<file path="config.mk">
export PLATFORM = sky130hd
export DESIGN_NAME = uart_baudgen_frac
export DESIGN_NICKNAME = d
export VERILOG_FILES = /design/src/rtl/uart_baud_pkg.sv /design/src/rtl/baud_frac_divider.sv /design/src/rtl/uart_baudgen_frac.sv
export SDC_FILE = /design/constraint.sdc
export NUM_CORES = 1
export LEC_CHECK = 0
export BUFFER_PORTS_ARGS = -buffer_cell sky130_fd_sc_hd__buf_2
export CAP_MARGIN = 20
export CORE_MARGIN = 2
export CORE_UTILIZATION = 42
export CTS_BUF_LIST = sky130_fd_sc_hd__clkbuf_8
export DETAILED_ROUTE_END_ITERATION = 8
export PLACE_DENSITY = 0.65
export SLEW_MARGIN = 15
export SYNTH_ARGS = -nofsm -noshare
export SYNTH_HDL_FRONTEND = slang
export SYNTH_SLANG_ARGS = --single-unit
</file>
<file path="constraint.sdc">
create_clock -name i_clk -period 5 [get_ports i_clk]
set_clock_uncertainty 0.2 [all_clocks]
set_input_delay 0.5 -clock i_clk [delete_from_list [all_inputs] [get_ports i_clk]]
set_output_delay 0.5 -clock i_clk [all_outputs]
set_load 0.01 [all_outputs]
</file>
<file path="src/rtl/uart_baud_pkg.sv">
// Shared types and helpers for the fractional UART baud generator.
package uart_baud_pkg;

    typedef enum logic [1:0] {
        OSR8    = 2'b00,
        OSR16   = 2'b01,
        OSR32   = 2'b10,
        OSR_RSV = 2'b11
    } osr_e;

    typedef enum logic {
        IDLE = 1'b0,
        RUN  = 1'b1
    } bg_state_e;

    localparam int DIV_MIN = 2;
    localparam int IDX_W   = 5;

    // Oversample ticks per bit; the reserved code behaves as 16x.
    function automatic logic [5:0] osr_count(input osr_e osr);
        case (osr)
            OSR8:    osr_count = 6'd8;
            OSR32:   osr_count = 6'd32;
            default: osr_count = 6'd16;
        endcase
    endfunction

    // Last oversample index before the bit wraps.
    function automatic logic [IDX_W-1:0] osr_last(input osr_e osr);
        return IDX_W'(osr_count(osr) - 6'd1);
    endfunction

endpackage

</file>
<file path="src/rtl/baud_frac_divider.sv">
// Down-counter plus fractional accumulator producing the oversample strobe.
// A period is div_int cycles, stretched by one whenever the accumulator
// carries, so the long-run average is div_int + div_frac/2^FRAC_W.
module baud_frac_divider
    import uart_baud_pkg::*;
#(
    parameter int INT_W  = 16,
    parameter int FRAC_W = 4
) (
    input  logic              i_clk,
    input  logic              i_arst_n,
    input  logic              run,
    input  logic              clear,
    input  logic              reload,
    input  logic [INT_W-1:0]  div_int,
    input  logic [FRAC_W-1:0] div_frac,
    output logic              period_end,
    output logic              os_tick
);

    logic [INT_W-1:0]  cnt;
    logic [FRAC_W-1:0] acc;
    logic [FRAC_W:0]   acc_sum;

    assign acc_sum    = {1'b0, acc} + {1'b0, div_frac};
    assign period_end = run && !clear && !reload && (cnt == '0);

    // Counter/accumulator update; clear and reload both suppress the strobe.
    always_ff @(posedge i_clk or negedge i_arst_n) begin
        if (!i_arst_n) begin
            cnt     <= '0;
            acc     <= '0;
            os_tick <= 1'b0;
        end else if (clear) begin
            cnt     <= '0;
            acc     <= '0;
            os_tick <= 1'b0;
        end else if (reload) begin
            cnt     <= div_int - INT_W'(1);
            acc     <= '0;
            os_tick <= 1'b0;
        end else if (period_end) begin
            cnt     <= div_int - INT_W'(1) + INT_W'(acc_sum[FRAC_W]);
            acc     <= acc_sum[FRAC_W-1:0];
            os_tick <= 1'b1;
        end else if (run) begin
            cnt     <= cnt - INT_W'(1);
            os_tick <= 1'b0;
        end else begin
            os_tick <= 1'b0;
        end
    end

endmodule

</file>
<file path="src/rtl/uart_baudgen_frac.sv">
// Fractional UART baud generator: oversample and bit strobes with a
// programmable divisor, shadowed config swapped on bit boundaries, and a
// resync input for Rx start-bit alignment.
module uart_baudgen_frac
    import uart_baud_pkg::*;
#(
    parameter int         INT_W       = 16,
    parameter int         FRAC_W      = 4,
    parameter int         DEF_DIV_INT = 54,
    parameter logic [1:0] DEF_OSR     = 2'b00
) (
    input  logic              i_clk,
    input  logic              i_arst_n,
    input  logic              i_en,
    input  logic [INT_W-1:0]  i_div_int,
    input  logic [FRAC_W-1:0] i_div_frac,
    input  logic [1:0]        i_osr,
    input  logic              i_cfg_load,
    input  logic              i_resync,
    output logic              o_os_tick,
    output logic              o_bit_tick,
    output logic [4:0]        o_os_idx,
    output logic              o_cfg_pend,
    output logic              o_cfg_err
);

    bg_state_e         state;

    logic [INT_W-1:0]  act_int;
    logic [FRAC_W-1:0] act_frac;
    osr_e              act_osr;
    logic [INT_W-1:0]  shd_int;
    logic [FRAC_W-1:0] shd_frac;
    osr_e              shd_osr;

    logic              load_ok;
    logic              load_bad;
    logic              go_run;
    logic              in_run;
    logic              leaving;
    logic              resync;
    logic              apply;
    logic              div_reload;
    logic [INT_W-1:0]  cand_int;
    logic [FRAC_W-1:0] cand_frac;
    osr_e              cand_osr;
    logic [INT_W-1:0]  sel_int;
    logic [4:0]        idx_last;
    logic              period_end;

    // Control decode: a fresh legal load overrides the shadow, and a new
    // config takes effect one cycle after a bit strobe or at a resync.
    always_comb begin
        load_ok    = i_cfg_load && (i_div_int >= INT_W'(DIV_MIN));
        load_bad   = i_cfg_load && !load_ok;
        cand_int   = load_ok ? i_div_int  : shd_int;
        cand_frac  = load_ok ? i_div_frac : shd_frac;
        cand_osr   = load_ok ? osr_e'(i_osr) : shd_osr;
        go_run     = (state == IDLE) && i_en;
        in_run     = (state == RUN) && i_en;
        leaving    = (state == RUN) && !i_en;
        resync     = in_run && i_resync;
        apply      = in_run && (o_cfg_pend || load_ok) && (o_bit_tick || i_resync);
        div_reload = go_run || resync || apply;
        idx_last   = osr_last(act_osr);
        if (go_run) begin
            sel_int = load_ok ? i_div_int : act_int;
        end else if (apply) begin
            sel_int = cand_int;
        end else begin
            sel_int = act_int;
        end
    end

    baud_frac_divider #(
        .INT_W  (INT_W),
        .FRAC_W (FRAC_W)
    ) u_div (
        .i_clk      (i_clk),
        .i_arst_n   (i_arst_n),
        .run        (state == RUN),
        .clear      (leaving),
        .reload     (div_reload),
        .div_int    (sel_int),
        .div_frac   (act_frac),
        .period_end (period_end),
        .os_tick    (o_os_tick)
    );

    // FSM with config registers, oversample index and bit strobe.
    always_ff @(posedge i_clk or negedge i_arst_n) begin
        if (!i_arst_n) begin
            state      <= IDLE;
            act_int    <= INT_W'(DEF_DIV_INT);
            act_frac   <= '0;
            act_osr    <= osr_e'(DEF_OSR);
            shd_int    <= INT_W'(DEF_DIV_INT);
            shd_frac   <= '0;
            shd_osr    <= osr_e'(DEF_OSR);
            o_cfg_pend <= 1'b0;
            o_cfg_err  <= 1'b0;
            o_os_idx   <= '0;
            o_bit_tick <= 1'b0;
        end else begin
            if (load_bad) begin
                o_cfg_err <= 1'b1;
            end else if (load_ok) begin
                o_cfg_err <= 1'b0;
            end
            if (load_ok) begin
                shd_int  <= i_div_int;
                shd_frac <= i_div_frac;
                shd_osr  <= osr_e'(i_osr);
            end
            case (state)
                IDLE: begin
                    o_os_idx   <= '0;
                    o_bit_tick <= 1'b0;
                    if (load_ok) begin
                        act_int  <= i_div_int;
                        act_frac <= i_div_frac;
                        act_osr  <= osr_e'(i_osr);
                    end
                    if (i_en) begin
                        state <= RUN;
                    end
                end
                RUN: begin
                    if (!i_en) begin
                        state      <= IDLE;
                        o_os_idx   <= '0;
                        o_bit_tick <= 1'b0;
                        o_cfg_pend <= 1'b0;
                        if (o_cfg_pend || load_ok) begin
                            act_int  <= cand_int;
                            act_frac <= cand_frac;
                            act_osr  <= cand_osr;
                        end
                    end else begin
                        if (apply) begin
                            act_int    <= cand_int;
                            act_frac   <= cand_frac;
                            act_osr    <= cand_osr;
                            o_cfg_pend <= 1'b0;
                        end else if (load_ok) begin
                            o_cfg_pend <= 1'b1;
                        end
                        if (resync) begin
                            o_os_idx   <= '0;
                            o_bit_tick <= 1'b0;
                        end else if (period_end) begin
                            o_os_idx   <= (o_os_idx >= idx_last) ? 5'd0 : o_os_idx + 5'd1;
                            o_bit_tick <= (o_os_idx >= idx_last);
                        end else begin
                            o_bit_tick <= 1'b0;
                        end
                    end
                end
                default: state <= IDLE;
            endcase
        end
    end

endmodule

</file>
# Yosys cells after proc, flatten, opt, wreduce, memory -nomap -nowiden
# Index checks and enable logic that the tools add are counted.
# word_totals
in_bits	27
out_inout_bits	9
word_cells	100
regBits	74
# op_classes
n_eq_ne	6
order_cmp	2
n_reduce_logical	26
n_mux	45
add_sub_neg	6
n_bitwise	1
# op_table
cell	count
$mux 16	10
$mux 4	8
$pmux 16 s2	1
$sub 16x1->16 const B	2
$mux 5	4
$pmux 5 s2	2
$add 16x1->16	1
$ge 16x2->1 const B	1
$logic_not 16->1	1
$mux 1	12
$logic_and 1x1->1	11
$mux 2	5
$pmux 4 s2	1
$ne 3x2->1 const B	2
$add 4x4->5	1
$add 5x1->5 const B	1
$ge 5x5->1	1
$sub 5x1->5 const B	1
$logic_not 1->1	4
$logic_or 1x1->1	4
$ne 4x2->1 const B	1
$pmux 2 s2	1
$reduce_bool 4->1	1
$ne 3x1->1 const B	1
9 further kinds	9

# Depth between registers and ports, before layout
# Gate-level depths: netlist of the first run.
# depth
depth_word	13
ltp_mapped	19

# Cells and area by module
# Synthesis of the first run repeated with hierarchy kept, for this count alone.
# unflattened
cells_unflattened	704
area_unflattened_um2	5705.5
# by_module_without_submodules
module	seq_area_each_um2	cells_per_inst	area_each_um2	n_inst
uart_baudgen_frac	1336.3	421	3387.0	1
baud_frac_divider	525.5	283	2318.5	1

# Least setup slack after synthesis of the first run
# No wires, ideal clock.
# synth_path
path_kind	input to register
start	input port i_div_int[5]
end	register u_div.cnt[14]
stages	17
arrival_ps	3917
t_required_ps	4704
setup_slack_ps	787
path_cell_list	nor4_2 -> nand4_2 -> nand2_1 -> clkbuf_1 -> clkbuf_1 -> nand2_1 -> a21oi_1 -> nor2_1 -> ha_1 -> o21ai_1 -> xor2_1 -> o41ai_1 -> and4_1 -> buf_2 -> nand4_1 -> nor3b_1 -> nor4_2
# synth_between
elab_chain_len	12
# synth_lines
item	line_no	source
start, declared	uart_baudgen_frac.sv:15	input logic [INT_W-1:0] i_div_int,
$ge 16x2->1	uart_baudgen_frac.sv:54	load_ok = i_cfg_load && (i_div_int >= INT_W'(DIV_MIN));
$logic_and 1x1->1	uart_baudgen_frac.sv:54	
$logic_or 1x1->1	uart_baudgen_frac.sv:63	apply = in_run && (o_cfg_pend || load_ok) && (o_bit_tick || i_resync);
$logic_and 1x1->1 (2 in series)	uart_baudgen_frac.sv:63	
$mux 16 / $logic_or 1x1->1 (equally long branches)	uart_baudgen_frac.sv:68, uart_baudgen_frac.sv:64	
$mux 16 / $logic_not 1->1 (equally long branches)	uart_baudgen_frac.sv:66, baud_frac_divider.sv:26	
$sub 16x1->16 / $logic_and 1x1->1 (equally long branches)	baud_frac_divider.sv:39, baud_frac_divider.sv:43, baud_frac_divider.sv:26	
$add 16x1->16 / $logic_and 1x1->1 (equally long branches)	baud_frac_divider.sv:43, baud_frac_divider.sv:26	
$mux 16	baud_frac_divider.sv:42	end else if (period_end) begin
$mux 16	baud_frac_divider.sv:38	end else if (reload) begin
$mux 16	baud_frac_divider.sv:34	end else if (clear) begin
end signal, assigned	baud_frac_divider.sv:39	cnt <= div_int - INT_W'(1);
end signal, assigned	baud_frac_divider.sv:43	cnt <= div_int - INT_W'(1) + INT_W'(acc_sum[FRAC_W]);
end signal, assigned	baud_frac_divider.sv:47	cnt <= cnt - INT_W'(1);
end, declared	baud_frac_divider.sv:21	logic [INT_W-1:0] cnt;
# Several ways; a longest one is shown, not always the timed one.
# A chain may end at the register's enable or synchronous reset.

# Worst setup path in the final report of the first run
# layout_path
start	input port i_div_int[3]
end	register u_div.cnt[14]
# Same word-level chain as after synthesis.

==> flow_metrics.py, run 1 <==
metrics = {
    "outcome": {
        "status": "finished, final reports clean",
    },
    "timing": {
        "setup_slack_ps": 459.3,
        "setup_tns_ps": 0,
        "drv_slew": 0,
        "hold_viol_final": 0,
        "rsz0062_at_grt": "no",
        "relSlewSlack_pct": 35.62,
        "setup_viol": 0,
        "min_period_ps": 4541,
        "worst_slew_pin_slew_ps": 965.6,
        "finalCritPeriodShare_pct": 90.81,
        "fmax_mhz": 220.2,
    },
    "drt": {
        "via_per_inst": 6.342,
        "routed_wirelength_um": 18460,
        "drt_iter0_markers": 590,
        "remaining_drc_errors": 0,
        "dr.pass1.iters": 5,
        "routedWlPerCell_um": 19.70,
        "ant_nets": 0,
        "vias": 5942,
    },
    "yosys": {
        "yosys_warnings": 0,
        "synth_nets": 759,
        "synth_edf_count": 0,
        "netlist_area_mm2": 0.005675,
        "syn-instance-count": 720,
        "ys.flop_type": "dfrtp_1",
        "synth-seq-cells": 74,
        "synth_area_leader_cell": "dfrtp_1",
        "synth_top_area_share_pct": 29.10,
        "synthTopCellsByArea": "dfrtp_1 (29%), nand2_1 (8.2%), o21ai_0 (5.3%)",
        "avgSynthCellArea_um2": 7.883,
        "synthArstFlopShare_pct": 100.0,
        "ys_seq_area_share_pct": 32.80,
        "ys_types": 84,
    },
    "clocking": {
        "cts.sinks": 74,
        "h-tree-depth": 3,
        "cts_resized": 0,
        "hold_buffers": 0,
        "cts_max_path_buffers": 2,
        "path_clk_slew_ps": 80,
        "clock_latency_ps": 390,
        "postCtsSetupRepairBufs": 0,
        "numCtsBuffers": 9,
        "cts_tree": "done",
        "cts-root-buf": "clkbuf_8",
    },
    "power_and_ir_drop": {
        "p_leak_uw": 0.002784,
        "pwr_density_cell_mw_per_mm2": 297.6,
        "ir_drop_uv": 141.4,
    },
    "setup_path": {
        "slowest_delay_ps": 540,
        "worstPathBufferInverterCount": 1,
        "reg2regPathDepth": 15,
        "worst_setup_path_end_kind": "register",
        "slowest_stage": "and4_1",
        "required_ps": 5090,
        "cp.depth": 15,
        "start_kind": "input port",
        "crit_arrival_ps": 4630,
        "crit_chain": "buf_2, nor4_2, and4_1, or4_1, o31ai_1, nor3_2, nor2_1, ha_1, o21ai_1, xor2_1, o41ai_1, and4_1, nand4_1, nor3b_1, nor4_2",
        "rrSetupSlack_ps": 650,
        "path_class": "input port to register",
        "cp_max_fo": 10,
        "critPathTopFamily": "simple AND/OR/NAND/NOR gates",
    },
    "placed_design": {
        "globalplace.congestion": 0.9559,
        "post-place-ws_ps": 199.0,
        "io_buffer_count": 35,
        "hpwl_um": 13160,
        "dpl.cell_count": 921,
    },
    "grt": {
        "grt_overflow_total": 0,
        "grt_use_total_pct": 26.27,
        "grt_max_degree": 75,
        "antenna_found_initial": 0,
        "grt_pass1_wl_um": 29910,
        "grt_pass1_vias": 5592,
    },
    "flow_run": {
        "cap_viol_max_count": 0,
    },
    "final_layout": {
        "drive_gt1_share_pct": 15.37,
        "final_common_cell": "nand2_1",
        "area_growth_pct": 12.13,
        "final_cell_mix": "nand2_1 (124), dfrtp_1 (66), o21ai_0 (60)",
        "stdcell_count": 937,
        "diodes": 0,
        "nets": 795,
    },
    "floorplanning": {
        "dieWidth_um": 120.2,
        "initial_core_util_pct": 42.86,
        "io_pins": 36,
        "dieArea_mm2": 0.01446,
        "die_y_um": 120.2,
        "coreArea_mm2": 0.01324,
        "fp-row-count": 42,
    },
    "min_path": {
        "hold_path.class": "input port to async pin",
    },
}
-- final timing paths --
kind | startpoint | to
max in group asynchronous | i_arst_n | act_int[8]
min in group i_clk | i_osr[1] | shd_osr[1]
setup reg to reg | state | u_div.cnt[14]
hold reg to reg | shd_frac[3] | shd_frac[3]
setup / recovery | i_div_int[3] | u_div.cnt[14]
hold / removal | i_arst_n | u_div.os_tick
-- per-layer routing --
metal  GRT usage (%)  share of wire (%)  up-vias
met2           40.87                 46      286
met1           36.45                 44     2856
met5               0                  0        -
met4           11.92                3.5        0
met3           3.585                7.1       52
li1                -                  -     2748
-- cell usage after synthesis (5+ instances only) --
cell / count
or4_1: 7
a21o_1: 12
a21oi_1: 50
xnor2_1: 14
o22ai_1: 7
and3_1: 6
o211ai_1: 22
nand3_1: 33
inv_1: 24
o31ai_1: 5
dfrtp_1: 66
dfstp_2: 8
a221oi_1: 5
xor2_1: 10
nand2_1: 124
clkbuf_1: 33
o221ai_1: 8
a31oi_1: 8
ha_1: 11
a22o_1: 12
nor2_1: 54
nand4_1: 8
nor3_1: 16
o21ai_1: 6
buf_2: 7
o21ai_0: 60
-- where the power goes --
| part | internal (uW) | switching, uW | total [uW] |
|---|---|---|---|
| registers | 679 | 85.8 | 764 |
| clock network | 281 | 257 | 538 |
| logic | 234 | 357 | 591 |
-- area by class of cell --
class / instances / area (um^2)
Fill cell: 1339 / 6879
Multi-Input combinational cell: 576 / 3526
Clock buffer: 9 / 123.9
Sequential cell: 74 / 1862
Timing Repair Buffer: 71 / 447.9
Inverter: 24 / 90.09
Tap cell: 176 / 220.2
Clock inverter: 7 / 93.84
-- state kept, by name, indices dropped and copies added, names as in the netlist, 4 cells and up --
name	cells
u_div.cnt	16
act_int	16
u_div.acc	4
shd_frac	4
act_frac	4
shd_int	16
o_os_idx	5
-- logic make-up (layout without fill, tap and decap cells) --
kind of cell,after synthesis,in the layout,share of synthesized area [%]
simple gates,285,285,23.99
compound gates,251,251,30.80
flops,74,74,32.80
buf+inv,70,111,5.181
xor+xnor,24,24,3.704
fa+ha+maj,12,12,2.778
mux,4,4,0.7495
-- through the flow --
step	hold WS (ps)	power (uW)	utilization [%]	instance area [um^2]
after floorplan	4.409	1158	-	5675
after global placement	254.5	1340	46.41	6146
after detailed placement	260.8	1353	46.41	6146
after CTS	111.6	1895	48.05	6364
final	60.52	1894	48.05	6364
after global routing	153.0	2000	48.05	6364
-- worst reg2reg max path: stages (launching register included) --
cell and delay, ps:
dfrtp_1 480, buf_4 250, o211ai_1 110, buf_4 210, or4_1 480, o31ai_1 150, nor3_2 200, nor2_1 150
ha_1 170, o21ai_1 160, xor2_1 200, o41ai_1 510, and4_1 350, nand4_1 130, nor3b_1 190, nor4_2 310
Note: power is estimated with default switching activity, not from simulation.
==> run 2: changes to the inputs <==
- clock period: 5 -> 5.1 ns (I/O delays scaled with it)
==> run 2 against run 1 <==
  * Clock power about the same
  * Sequential share of layout area increased by 0.23 points
  * Via count decreased by 0.20%
  * Die area unchanged
  * Sequential power decreased by 2%
  * Non-clock buffer count decreased by 8
  * Count of clock-buffer cells in the layout increased by 1
  * Critical endpoint is now u_div.cnt[15]
  * Highest routed layer unchanged
==> flow_metrics.py, run 2 (synthesis gave the netlist of run 1 again) <==
metrics = {
    "outcome": {
        "status": "finished, final reports clean",
    },
    "clocking": {
        "clock_latency_ps": 390,
        "path_clk_slew_ps": 100,
        "cts_tree": "done",
        "cts_max_path_buffers": 2,
        "cts-root-buf": "clkbuf_8",
        "cts.sinks": 74,
        "h-tree-depth": 3,
        "hold_buffers": 0,
        "postCtsSetupRepairBufs": 0,
        "numCtsBuffers": 9,
        "cts_resized": 0,
    },
    "setup_path": {
        "slowest_stage": "nor3_2",
        "required_ps": 5150,
        "start_kind": "register",
        "path_class": "register to register",
        "crit_chain": "buf_4, o211a_1, nand2_1, o21ai_2, nor2_1, nor3_2, nor2_1, ha_1, o21ai_1, xor2_1, o41ai_1, and3b_1, nand4_1, a221oi_1, nand2_1",
        "cp_max_fo": 16,
        "worst_setup_path_end_kind": "register",
        "crit_arrival_ps": 4530,
        "slowest_delay_ps": 500,
    },
    "drt": {
        "vias": 5930,
        "dr.pass1.iters": 5,
        "routedWlPerCell_um": 19.31,
        "remaining_drc_errors": 0,
        "ant_nets": 0,
        "routed_wirelength_um": 17940,
        "via_per_inst": 6.383,
        "drt_iter0_markers": 591,
    },
    "grt": {
        "antenna_found_initial": 0,
        "grt_overflow_total": 0,
        "grt_max_degree": 75,
        "grt_pass1_wl_um": 29040,
        "grt_use_total_pct": 25.28,
        "grt_pass1_vias": 5500,
    },
    "timing": {
        "drv_slew": 0,
        "setup_tns_ps": 0,
        "setup_viol": 0,
        "finalCritPeriodShare_pct": 87.82,
        "min_period_ps": 4479,
        "hold_viol_final": 0,
        "relSlewSlack_pct": 35.05,
        "rsz0062_at_grt": "no",
        "fmax_mhz": 223.3,
        "worst_slew_pin_slew_ps": 974.2,
    },
    "final_layout": {
        "area_growth_pct": 11.24,
        "final_cell_mix": "nand2_1 (124), dfrtp_1 (66), o21ai_0 (60)",
        "top_regs": "act_int x16, shd_int x16, u_div.cnt x16",
        "diodes": 0,
        "fill_cells": 1293,
        "drive_gt1_share_pct": 14.61,
        "seq_area_mm2": 0.001862,
        "multiInputGateArea_mm2": 0.003526,
        "final_common_cell": "nand2_1",
        "nets": 787,
    },
    "floorplanning": {
        "dieArea_mm2": 0.01446,
        "fp-row-count": 42,
        "initial_core_util_pct": 42.86,
        "dieWidth_um": 120.2,
        "io_pins": 36,
        "die_y_um": 120.2,
        "coreArea_mm2": 0.01324,
    },
    "power_and_ir_drop": {
        "p_leak_uw": 0.002747,
        "p_total_uw": 1860,
        "pwr_density_cell_mw_per_mm2": 294.7,
        "ir_drop_uv": 213.6,
    },
    "placed_design": {
        "globalplace.congestion": 1.023,
        "hpwl_um": 12590,
        "io_buffer_count": 35,
    },
    "flow_run": {
        "cap_viol_max_count": 0,
    },
    "min_path": {
        "hold_path.class": "input port to async pin",
    },
}
[run 2: cell count changes in the layout (fill, tap and decap cells not counted)]
cell	change
clkbuf_8	+1
clkinv_4	+1
inv_1	-1
inv_6	-1
buf_4	-8
[run 2: worst paths after layout]
| kind | from | endpoint | slack [ps] | cells past startpoint |
|---|---|---|---|---|
| setup / recovery | state | u_div.cnt[15] | 620 | 15 |
| hold / removal | i_arst_n | u_div.cnt[13] | 80 | 1 |
| setup reg to reg | state | u_div.cnt[15] | 620 | 15 |
| hold reg to reg | shd_frac[0] | shd_frac[0] | 270 | 2 |
| max in group asynchronous | i_arst_n | act_int[10] | 3980 | 1 |
| min in group i_clk | i_div_frac[3] | shd_frac[3] | 160 | 3 |
[run 2: cell type report]
type                            count  share of cell area, %
Clock buffer                       10                  2.180
Clock inverter                      6                  1.427
Inverter                           24                  1.427
Sequential cell                    74                  29.49
Multi-Input combinational cell    576                  55.85
Tap cell                          176                  3.488
Timing Repair Buffer               63                  6.143
[run 2: where the power goes]
part | leakage [uW] | switching, uW | internal, uW
registers | 0.000913 | 84.1 | 665
logic | 0.00172 | 350 | 223
clock network | 0.000112 | 249 | 290
total | 0.00275 | 683 | 1180
[run 2: metal layers]
metal  share of wire, %  track usage, %  wire [um]
met4                4.0           13.88        720
met5                  0               0          0
met3                8.4           4.151       1514
met1                 43           34.39       7669
met2                 45           38.46       8033
[run 2: stage by stage]
step	std cells	hold WS, ps	setup slack (ps)	util, %	instance area, um^2
6_report	929	77.63	621.0	47.68	6314
4_1_cts	929	120.3	711.3	47.68	6314
3_5_place_dp	913	257.5	393.8	45.96	6086
3_3_place_gp	913	251.2	542.9	45.96	6086
5_1_grt	929	169.6	301.2	47.68	6314
2_1_floorplan	720	14.41	877.1	-	5675
[run 2: worst max-delay path: cells and delay by family, from the launching register on]
family / cells / cell delay (ps)
and+or+nand+nor: 7 / 1600
AOI/OAI and AO/OA: 5 / 1630
xor gates and xnor gates: 1 / 120
adders and majority gates: 1 / 240
buffers and inverters: 1 / 220
DFF: 1 / 340
